--- config.mk ---
export PLATFORM = sky130hd
export DESIGN_NAME = fifo_reader
export DESIGN_NICKNAME = d
export VERILOG_FILES = /design/src/rtl/fifo_reader_pkg.sv /design/src/rtl/fifo_reader_buf.sv /design/src/rtl/fifo_reader.sv
export SDC_FILE = /design/constraint.sdc
export NUM_CORES = 1
export LEC_CHECK = 0
export ABC_AREA = 1
export BUFFER_PORTS_ARGS = -buffer_cell sky130_fd_sc_hd__buf_2
export CORE_MARGIN = 4
export CORE_UTILIZATION = 50
export CTS_BUF_LIST = sky130_fd_sc_hd__clkbuf_4 sky130_fd_sc_hd__clkbuf_8 sky130_fd_sc_hd__clkbuf_16
export DETAILED_ROUTE_END_ITERATION = 16
export PLACE_DENSITY = 0.84
export SYNTH_ARGS = -nofsm -noshare
export SYNTH_HDL_FRONTEND = slang
export SYNTH_HIERARCHICAL = 1
export SYNTH_SLANG_ARGS = --single-unit
--- constraint.sdc ---
create_clock -name clk -period 5.9 [get_ports clk]
set_clock_uncertainty 0.2 [all_clocks]
set_input_delay 1.18 -clock clk [delete_from_list [all_inputs] [get_ports clk]]
set_output_delay 1.18 -clock clk [all_outputs]
set_load 0.005 [all_outputs]
--- src/rtl/fifo_reader_pkg.sv ---
// Shared definitions for the FIFO drain-side reader.
//   WORD_SIZE_DEF / CNT_W_DEF : default data and counter widths
//   ST_RUN / ST_FLUSH         : reader FSM encodings
//   pending_words()           : words held or in flight after this cycle's handshake
package fifo_reader_pkg;

    localparam int unsigned WORD_SIZE_DEF = 32;
    localparam int unsigned CNT_W_DEF     = 16;

    localparam logic [0:0] ST_RUN   = 1'b0;
    localparam logic [0:0] ST_FLUSH = 1'b1;

    localparam logic [2:0] BUF_SLOTS = 3'd2;

    // A handshake implies occ >= 1, so the subtraction never underflows.
    function automatic logic [2:0] pending_words(input logic [1:0] occ,
                                                 input logic       inflight,
                                                 input logic       pop);
        return {1'b0, occ} + {2'b00, inflight} - {2'b00, pop};
    endfunction

endpackage

--- src/rtl/fifo_reader_buf.sv ---
// Two-entry shift buffer holding words popped from the FIFO.
//   clk, reset : clock, synchronous active-high reset
//   push, din  : write din at the tail
//   pop        : remove the head
//   clear      : discard all entries (wins over push/pop)
//   dout       : head entry (registered)
//   occ        : number of valid entries, 0..2
module fifo_reader_buf
    import fifo_reader_pkg::*;
#(
    parameter int unsigned WORD_SIZE = WORD_SIZE_DEF
) (
    input  logic                 clk,
    input  logic                 reset,
    input  logic                 push,
    input  logic                 pop,
    input  logic                 clear,
    input  logic [WORD_SIZE-1:0] din,
    output logic [WORD_SIZE-1:0] dout,
    output logic [1:0]           occ
);

    logic [WORD_SIZE-1:0] head_q, head_d;
    logic [WORD_SIZE-1:0] tail_q, tail_d;
    logic [1:0]           occ_q, occ_d;

    always_comb begin
        head_d = head_q;
        tail_d = tail_q;
        occ_d  = occ_q;
        if (clear) begin
            occ_d = 2'd0;
        end else begin
            case ({push, pop})
                2'b10: begin
                    if (occ_q == 2'd0) head_d = din;
                    else               tail_d = din;
                    occ_d = occ_q + 2'd1;
                end
                2'b01: begin
                    // Head only moves when a second entry exists to replace it.
                    if (occ_q == 2'd2) head_d = tail_q;
                    occ_d = occ_q - 2'd1;
                end
                2'b11: begin
                    if (occ_q == 2'd2) begin
                        head_d = tail_q;
                        tail_d = din;
                    end else begin
                        head_d = din;
                    end
                end
                default: ;
            endcase
        end
    end

    always_ff @(posedge clk) begin
        if (reset) begin
            head_q <= '0;
            tail_q <= '0;
            occ_q  <= 2'd0;
        end else begin
            head_q <= head_d;
            tail_q <= tail_d;
            occ_q  <= occ_d;
        end
    end

    assign dout = head_q;
    assign occ  = occ_q;

endmodule

--- src/rtl/fifo_reader.sv ---
// Drain-side controller for a synchronous FIFO with 1-cycle read latency. Pops only when a
// buffer slot is guaranteed, re-times words onto a valid/ready stream, and supports flush.
//   clk, reset          : clock, synchronous active-high reset
//   fifo_empty          : FIFO empty flag (registered)
//   fifo_rd_en          : pop request to the FIFO
//   fifo_rd_data        : FIFO data, valid the cycle after fifo_rd_en
//   m_valid/m_ready     : output stream handshake
//   m_data              : output word (head of buffer)
//   flush               : discard buffered, in-flight and FIFO-resident words
//   busy                : words held, read in flight, or flush in progress
//   words_out           : delivered-word count (wraps)
//   words_dropped       : flushed-word count (wraps)
module fifo_reader
    import fifo_reader_pkg::*;
#(
    parameter int unsigned WORD_SIZE = WORD_SIZE_DEF,
    parameter int unsigned CNT_W     = CNT_W_DEF
) (
    input  logic                 clk,
    input  logic                 reset,
    input  logic                 fifo_empty,
    output logic                 fifo_rd_en,
    input  logic [WORD_SIZE-1:0] fifo_rd_data,
    output logic                 m_valid,
    input  logic                 m_ready,
    output logic [WORD_SIZE-1:0] m_data,
    input  logic                 flush,
    output logic                 busy,
    output logic [CNT_W-1:0]     words_out,
    output logic [CNT_W-1:0]     words_dropped
);

    logic [0:0]       state_q, state_d;
    logic             inflight_q, inflight_d;
    logic [CNT_W-1:0] out_cnt_q, out_cnt_d;
    logic [CNT_W-1:0] drop_cnt_q, drop_cnt_d;

    logic [1:0] occ;
    logic       hs;
    logic       push;
    logic       clear;
    logic       rd_req;

    fifo_reader_buf #(
        .WORD_SIZE (WORD_SIZE)
    ) u_buf (
        .clk   (clk),
        .reset (reset),
        .push  (push),
        .pop   (hs),
        .clear (clear),
        .din   (fifo_rd_data),
        .dout  (m_data),
        .occ   (occ)
    );

    assign m_valid = (occ != 2'd0);
    assign hs      = m_valid && m_ready;

    always_comb begin
        state_d    = state_q;
        rd_req     = 1'b0;
        push       = 1'b0;
        clear      = 1'b0;
        out_cnt_d  = out_cnt_q + CNT_W'(hs);
        drop_cnt_d = drop_cnt_q;
        case (state_q)
            ST_RUN: begin
                rd_req = !fifo_empty && (pending_words(occ, inflight_q, hs) < BUF_SLOTS);
                if (flush) begin
                    // A same-cycle handshake still delivers; everything else held is dropped,
                    // including a word landing at this edge.
                    clear      = 1'b1;
                    state_d    = ST_FLUSH;
                    drop_cnt_d = drop_cnt_q + CNT_W'(occ) - CNT_W'(hs) + CNT_W'(inflight_q);
                end else begin
                    push = inflight_q;
                end
            end
            ST_FLUSH: begin
                rd_req     = !fifo_empty;
                drop_cnt_d = drop_cnt_q + CNT_W'(inflight_q);
                if (fifo_empty && !inflight_q) state_d = ST_RUN;
            end
            default: state_d = ST_RUN;
        endcase
    end

    // No pop while in reset: the word would be lost when inflight clears.
    assign fifo_rd_en = rd_req && !reset;
    assign inflight_d = fifo_rd_en;

    always_ff @(posedge clk) begin
        if (reset) begin
            state_q    <= ST_RUN;
            inflight_q <= 1'b0;
            out_cnt_q  <= '0;
            drop_cnt_q <= '0;
        end else begin
            state_q    <= state_d;
            inflight_q <= inflight_d;
            out_cnt_q  <= out_cnt_d;
            drop_cnt_q <= drop_cnt_d;
        end
    end

    assign busy          = (occ != 2'd0) || inflight_q || (state_q == ST_FLUSH);
    assign words_out     = out_cnt_q;
    assign words_dropped = drop_cnt_q;

endmodule
-- Word level (Yosys, flattened, before mapping)
Index checks and enable logic that the tools add are counted.
- $add $sub $neg: 9
- equality and inequality tests: 9
- order comparisons: 1
- bitwise operators: 2
- reductions and logical operators: 17
- muxes and demuxes: 17
- operator list (operator ; number):
    two-way mux 32 bit ; 5
    one-hot mux 32 bit (3 select lines) ; 1
    one-hot mux 32 bit (2 select lines) ; 1
    adder 16 x 1 -> 16 bit ; 3
    one-hot mux 16 bit (2 select lines) ; 1
    adder 16 x 2 -> 16 bit ; 1
    two-way mux 16 bit ; 1
    subtractor 16 x 1 -> 16 bit ; 1
    AND reduction 4 bit ; 2
    == test 2 bit (second input constant) ; 3
    != test 2 x 1 -> 1 bit (second input constant) ; 3
    nonzero test 2 bit ; 3
    two-way mux 1 bit ; 5
    logical AND 1 bit ; 4
    != test 2 bit (second input constant) ; 2
    one-hot mux 1 bit (2 select lines) ; 2
    one-hot mux 2 bit (2 select lines) ; 1
    adder 2 x 1 -> 3 bit ; 1
    logical NOT 1 bit ; 3
    less-than comparator 3 x 2 -> 1 bit (second input constant) ; 1
    nonzero test 3 bit ; 1
    subtractor 3 x 1 -> 3 bit ; 1
    adder 2 x 1 -> 2 bit (second input constant) ; 1
    == test 2 x 1 -> 1 bit (second input constant) ; 1
    other kinds (5) ; 7
- output and inout bits: 67
- bits in registers: 100

-- Depth between registers and ports, before layout
Gate-level depths: netlist of the first run.
- depth in word-level cells: 7
- mapped depth: 17
- gate-level depth less buffers: 17

-- Modules after synthesis
Netlist of the first run, hierarchy kept.
- modules (own cells, without submodules) (module ; cells each ; sequential area each (µm²) ; area each (µm²) ; instances):
    fifo_reader_buf ; 547 ; 1321.3 ; 3318.2 ; 1
    fifo_reader ; 492 ; 680.7 ; 3036.7 ; 1

-- Least setup slack after synthesis of the first run
No wires, ideal clock.
- path type: input to output
- from: input m_ready
- to: output fifo_rd_en
- data required time: 4.520 ns
- slack: 2.132 ns
- arrival time: 2.388 ns
- stages: 6
- path through: or2_2 a21oi_1 fa_1 nor2_1 a21oi_1 nor3_1
- longest elaborated chain between the ends: 6
- RTL lines (item ; RTL line ; source):
    start: declaration ; fifo_reader.sv:25 ; input logic m_ready,
    logical AND 1 bit ; fifo_reader.sv:58 ; assign hs = m_valid && m_ready;
    subtractor 3 x 1 -> 3 bit ; fifo_reader_pkg.sv:19 ; return {1'b0, occ} + {2'b00, inflight} - {2'b00, pop};
    less-than comparator 3 x 2 -> 1 bit ; fifo_reader.sv:69 ; rd_req = !fifo_empty && (pending_words(occ, inflight_q, hs) < BUF_SLOTS);
    logical AND 1 bit ; fifo_reader.sv:69 ;
    one-hot mux 1 bit (2 select lines) ; fifo_reader.sv:67 ; case (state_q)
    logical AND 1 bit ; fifo_reader.sv:90 ; assign fifo_rd_en = rd_req && !reset;
    end: declaration ; fifo_reader.sv:22 ; output logic fifo_rd_en,
Every way passes these cells.

-- Worst setup path after layout of the first run
- from: input m_ready
- to: output fifo_rd_en
- longest elaborated chain between the ends: 6
- RTL lines (item ; RTL line ; source):
    logical AND 1 bit ; fifo_reader.sv:58 ;
    net hs ; fifo_reader.sv:39 ; logic hs;
    subtractor 3 x 1 -> 3 bit ; fifo_reader_pkg.sv:19 ;
    less-than comparator 3 x 2 -> 1 bit ; fifo_reader.sv:69 ;
    logical AND 1 bit ; fifo_reader.sv:69 ;
    one-hot mux 1 bit (2 select lines) ; fifo_reader.sv:67 ;
    logical AND 1 bit ; fifo_reader.sv:90 ;
The timed path passes the listed nets, and every way through them passes these cells.

==> results of run 1 <==
## tightest hold or removal path, cell delays in order, from the launching register on
cell	delay, ns
dfxtp_1	0.33
a21oi_1	0.04
nor2_1	0.08
## flip-flops by register name (all words and copies together) (netlist names)
name and flops:
inflight_q 1, state_q 1, u_buf/dout 32, u_buf/occ 2
u_buf/tail_q 32, words_dropped 16, words_out 16
## placed cells by master, fill, tap and decap left out, drive strengths merged, types with 2 or more instances in the layout
master,instances
fa,3
inv,175
nand4,10
dfxtp,100
buf,108
nand2,293
a31oi,3
or2,3
nor2,146
a21oi,76
xor2,4
ha,34
nand3,103
o21ai,31
clkbuf,9
nor3,11
o21a,2
clkinv,2
## layer usage
| layer | track usage [%] | part of all wire [%] | up-vias |
|---|---|---|---|
| met2 | 35.2 | 46 | 176 |
| met3 | 3.88 | 5.7 | 24 |
| li1 | - | - | 3384 |
| met5 | 0 | 0 | - |
| met1 | 28.9 | 46 | 2848 |
| met4 | 7.79 | 2.0 | 0 |
## where the power goes
group	switching (mW)	internal [mW]	total (mW)
Sequential	0.0491	0.714	0.763
Clock	0.281	0.336	0.617
Combinational	0.388	0.225	0.614
## through the flow
step / worst slack, ns / util [%] / area [um^2] / power (mW)
after floorplan: 2.13 / - / 6350 / 1.22
after global placement: 1.83 / 57.0 / 6960 / 1.37
after detailed placement: 1.79 / 57.0 / 6960 / 1.38
after CTS: 1.79 / 59.5 / 7270 / 2.00
after global routing: 1.60 / 59.5 / 7270 / 2.14
final: 1.78 / 59.5 / 7270 / 1.99
## layout make-up
class                   count  area [um^2]  share of cell area (%)
flip-flops and latches    100         2000                    27.5
well taps                 168          210                    2.89
clock buffers               9          225                    3.10
multi-input cells         727         3550                    48.8
repair buffers            108          553                    7.61
clock inverters             7         82.6                    1.14
inverters                 172          646                    8.88
## cells by family after synthesis
logic type	synth area share [%]
XOR/XNOR	0.689
buffers and inverters	12.8
AO/OA/AOI/OAI	9.79
AND/OR/NAND/NOR	37.6
adder cells (fa/ha/maj)	7.64
flip-flops	31.5
## worst paths after layout
path	endpoint	slack (ns)
worst min register to register	u_buf/tail_q[19]	0.28
worst min-delay path	u_buf/tail_q[19]	0.28
worst max register to register	u_buf/tail_q[4]	2.38
worst max-delay path	fifo_rd_en	1.78
==> run metrics, run 1 <==
clock sinks 100; Tcrit/Tclk final between 60 and 70%; Crit path depth 10; maximum clock frequency 0.243 GHz; site row count 40; ys flop type dfxtp_1; die area roughly 0.015 mm^2; Final GP Congestion between 0.8 and 0.9; Clock transition at path regs 0.07 ns; crit path launch m_ready; Netlist cell types 38; worst path bufs/invs 3; syn nets 1,113; largest net degree at the start of global routing 65; RSZ-0062 raised after global routing false; CP Class input pin to primary output; via count ~6,400; number of enable flip-flop cells after synthesis 0; post-synth top area share 31.5%; grt total ovfl 0; R2R depth 9; initial antenna violation count 0; post-synthesis sequential area ratio 31.5%; CP max stage delay 0.43 ns; crit path DAT 2.74 ns; top-count cell post-synth nand2_1; maximum clock path buffer count 2; Slew Limit Headroom 21.9%; Nets 1,192; cts repair resizes 0; Final Hold Viols 0; Ys Warns 6; pins over their slew limit 0; Worst Max-Slew Pin Slew 1.17 ns; Worst R2R Start state_q; Avg Cell Area, Syn ~6.1 um^2; hold_sp u_buf/tail_q[19]; synthesis-to-layout area growth 14.4%; # port buffers 103; Post-Syn Instances 1,039; Initial Util about 52%; Die W 121 um; Core Area 0.0122 mm^2; CP cell instances buf_2 > nand2_4 > inv_1 > nand2_1 > a21oi_1 > fa_1 > nor2_1 > a21oi_1 > nor3_1 > buf_2; worst-path maximum fanout 6; Final Setup Violations 0; clock root cell clkbuf_16; hpwl dp 10,800 um; Seq cells post-synth 100; htree depth 3; DR DRC count 0; # hold bufs at CTS 0; Tot GR Track Use 21.7%; Skew-Pair Late Insertion Delay 0.36 ns; # placed instances approximately 1,300; CP Capture Type primary output; post-synthesis cell area 0.00635 mm^2; HP Class flop to flop; hold path cells 2; CP Launch Type input pin; Worst EP required 4.52 ns; Pre-Repair DR Iteration Count 5; maxcap violations 0; Slowest-stage cell, CP fa_1; largest cells by area after synthesis dfxtp_1 32%, nand2_1 17%, inv_1 10%; reported leakage power 3.92 nW; Iter 0 DRT Violations 453; status finished, final reports clean; Die H 121 um; TritonCTS Buffers 9; first-pass GRT wire length 26,200 um; # diodes 0; clock period minus worst slack between 4 and 5 ns; share of cells above drive strength 1 12.8%; vias in the first global route 5,691; final non-filler cell total roughly 1,300; Crit path max-delay family simple AND/OR/NAND/NOR gates; post-DR wirelength/cell 12.1 um; Routed Wire Length approximately 16,000 um; postcts setup bufs 0; area leader, netlist dfxtp_1; IO Pins 104; top cells by count, synth 289 x nand2_1, 169 x inv_1, 140 x nor2_1; VDD IR max 0.000170 V; TritonCTS clock tree yes; fill count ~1,200; pwr dens approximately 270 mW/mm^2; Hold WS 0.281 ns; Async S/R FF share, synth 0%; antenna-violating nets left 0; Via-to-Cell Ratio between 4 and 5; Fin Setup TNS 0 ns
No activity file was read; power rests on OpenSTA's default activity.
==> run 2, diff against run 1 <==
- clock period: 5.9 -> 4.2 ns (I/O delays scaled with it)
==> run metrics, run 2 (synthesis gave the netlist of run 1 again) <==
largest net degree at the start of global routing 65; Tcrit/Tclk final 83.9%; Worst R2R Start u_buf/occ[1]; clock sinks 100; CP Capture Type primary output; TritonCTS Buffers 9; Die W around 120 um; Net Sw Frac 34.6%; post-DR wirelength/cell 12.3 um; cts repair resizes 0; sequential share of power 37.5%; crit path to fifo_rd_en; share of cells above drive strength 1 13.1%; setup ws final 0.677 ns; Net Sw Power 0.988 mW; Worst Max-Slew Pin Slew around 1.1 ns; Tot Pwr 2.86 mW; Fin Setup TNS 0 ns; Post-DP Area 0.00702 mm^2; RSZ-0062 raised after global routing false; crit path launch u_buf/occ[1]; clock period minus worst slack 3.52 ns; worst r2r dst words_dropped[12]; internal power 1.87 mW; Die H 121 um; final instance area 0.00734 mm^2; reported leakage power 3.96 nW; grt total ovfl 0; most frequent cells in the layout 288 x nand2_1, 169 x inv_1, 140 x nor2_1; maximum clock frequency 0.284 GHz; Clock power frac a little under a third; Worst EP required roughly 3.2 ns; DR DRC count 0; die area about 0.015 mm^2; postcts setup bufs 0; crit path DAT approximately 2.5 ns; maxcap violations 0; htree depth 3; commonest non-fill, non-tap cell in the layout nand2_1; Final Setup Violations 0; # diodes 0; Skew-Pair Late Insertion Delay 0.35 ns; status finished, final reports clean; final non-filler cell total 1,295; Via-to-Cell Ratio between 4 and 5; maximum clock path buffer count 2; Iter 0 DRT Violations 447; worst-path maximum fanout 8; VDD IR max between 0.0003 and 0.0004 V; Final GP Congestion around 0.92; IO Pins 104; reg2reg setup slack 1.20 ns; via count 6,451; # port buffers 103; R2R depth 15; Tot GR Track Use 22.5%; HP Class flop to flop; clock root cell clkbuf_16; first-pass GRT wire length between 20,000 and 30,000 um; pins over their slew limit 0; CP Class flop to primary output; Routed Wire Length 15,900 um; hpwl dp 10,800 um; Clock transition at path regs about 0.070 ns; vias in the first global route 5,911; worst slack at placement 0.783 ns; Pre-Repair DR Iteration Count 5; Slew Limit Headroom between 20% and 30%; synthesis-to-layout area growth 15.5%; Core Area 0.0122 mm^2; antenna-violating nets left 0; initial antenna violation count 0; pwr dens 389 mW/mm^2; TritonCTS clock tree yes; # hold bufs at CTS 0; # placed instances roughly 1,300; site row count 40; CP Launch Type flop; Nets 1,196; Initial Util 52.0%; Logic pwr share 30.5%; fill count 1,216; Final Hold Viols 0
==> run 2: cell count changes in the layout (fill, tap and decap cells not counted), sizes merged <==
cell	change
bufinv	+1
clkinv	+1
clkbuf	+2
inv	-3
buf	+4
clkinvlp	-1
==> run 2: routing by layer <==
metal | wire (um) | track usage [%] | vias to the layer above
li1 | - | - | 3378
met1 | 7170 | 30.1 | 2873
met5 | 0 | 0 | -
met2 | 7620 | 36.7 | 177
met3 | 887 | 4.44 | 23
met4 | 254 | 7.22 | 0
==> run 2: power groups by stage <==
stage          sequential [mW]  combinational [mW]  clock, mW
6_report                  1.07               0.872      0.912
3_3_place_gp              1.09               0.839          0
5_1_grt                   1.08                1.02      0.968
2_1_floorplan             1.08               0.637          0
4_1_cts                   1.07               0.866      0.931
3_5_place_dp              1.09               0.856          0
==> run 2: worst min-delay path by stage <==
stage                           startpoint  slack (ns)  cells after the start               end
after detailed placement     words_out[15]        0.27                      2     words_out[15]
final                      u_buf/tail_q[3]        0.28                      2   u_buf/tail_q[3]
after global routing      u_buf/tail_q[25]        0.31                      2  u_buf/tail_q[25]
after global placement    u_buf/tail_q[27]        0.26                      2  u_buf/tail_q[27]
after floorplan            u_buf/tail_q[0]        0.25                      2   u_buf/tail_q[0]
after CTS                    words_out[15]        0.28                      2     words_out[15]
==> run 2: worst max-delay path, stage by stage (launching register included) <==
cell	delay, ns
dfxtp_1	0.50
inv_2	0.13
nand2_4	0.09
nand2_4	0.07
inv_1	0.15
nand2_1	0.12
a21oi_1	0.18
fa_1	0.43
nor2_1	0.11
a21oi_1	0.08
nor3_1	0.14
buf_2	0.14
==> run 2: area by class of cell <==
type | instances | area (um^2) | share of cell area (%)
flip-flops and latches | 100 | 2000 | 27.3
clock inverters | 5 | 75.1 | 1.02
multi-input cells | 727 | 3550 | 48.4
inverters | 172 | 646 | 8.80
clock buffers | 11 | 246 | 3.36
well taps | 168 | 210 | 2.86
repair buffers | 112 | 608 | 8.29
==> run 2: metrics by stage <==
| stage | hold slack (ns) | util, % |
|---|---|---|
| 2_1_floorplan | 0.252 | - |
| 3_3_place_gp | 0.258 | 57.4 |
| 5_1_grt | 0.312 | 60.1 |
| 6_report | 0.283 | 60.1 |
| 3_5_place_dp | 0.268 | 57.4 |
| 4_1_cts | 0.285 | 60.1 |
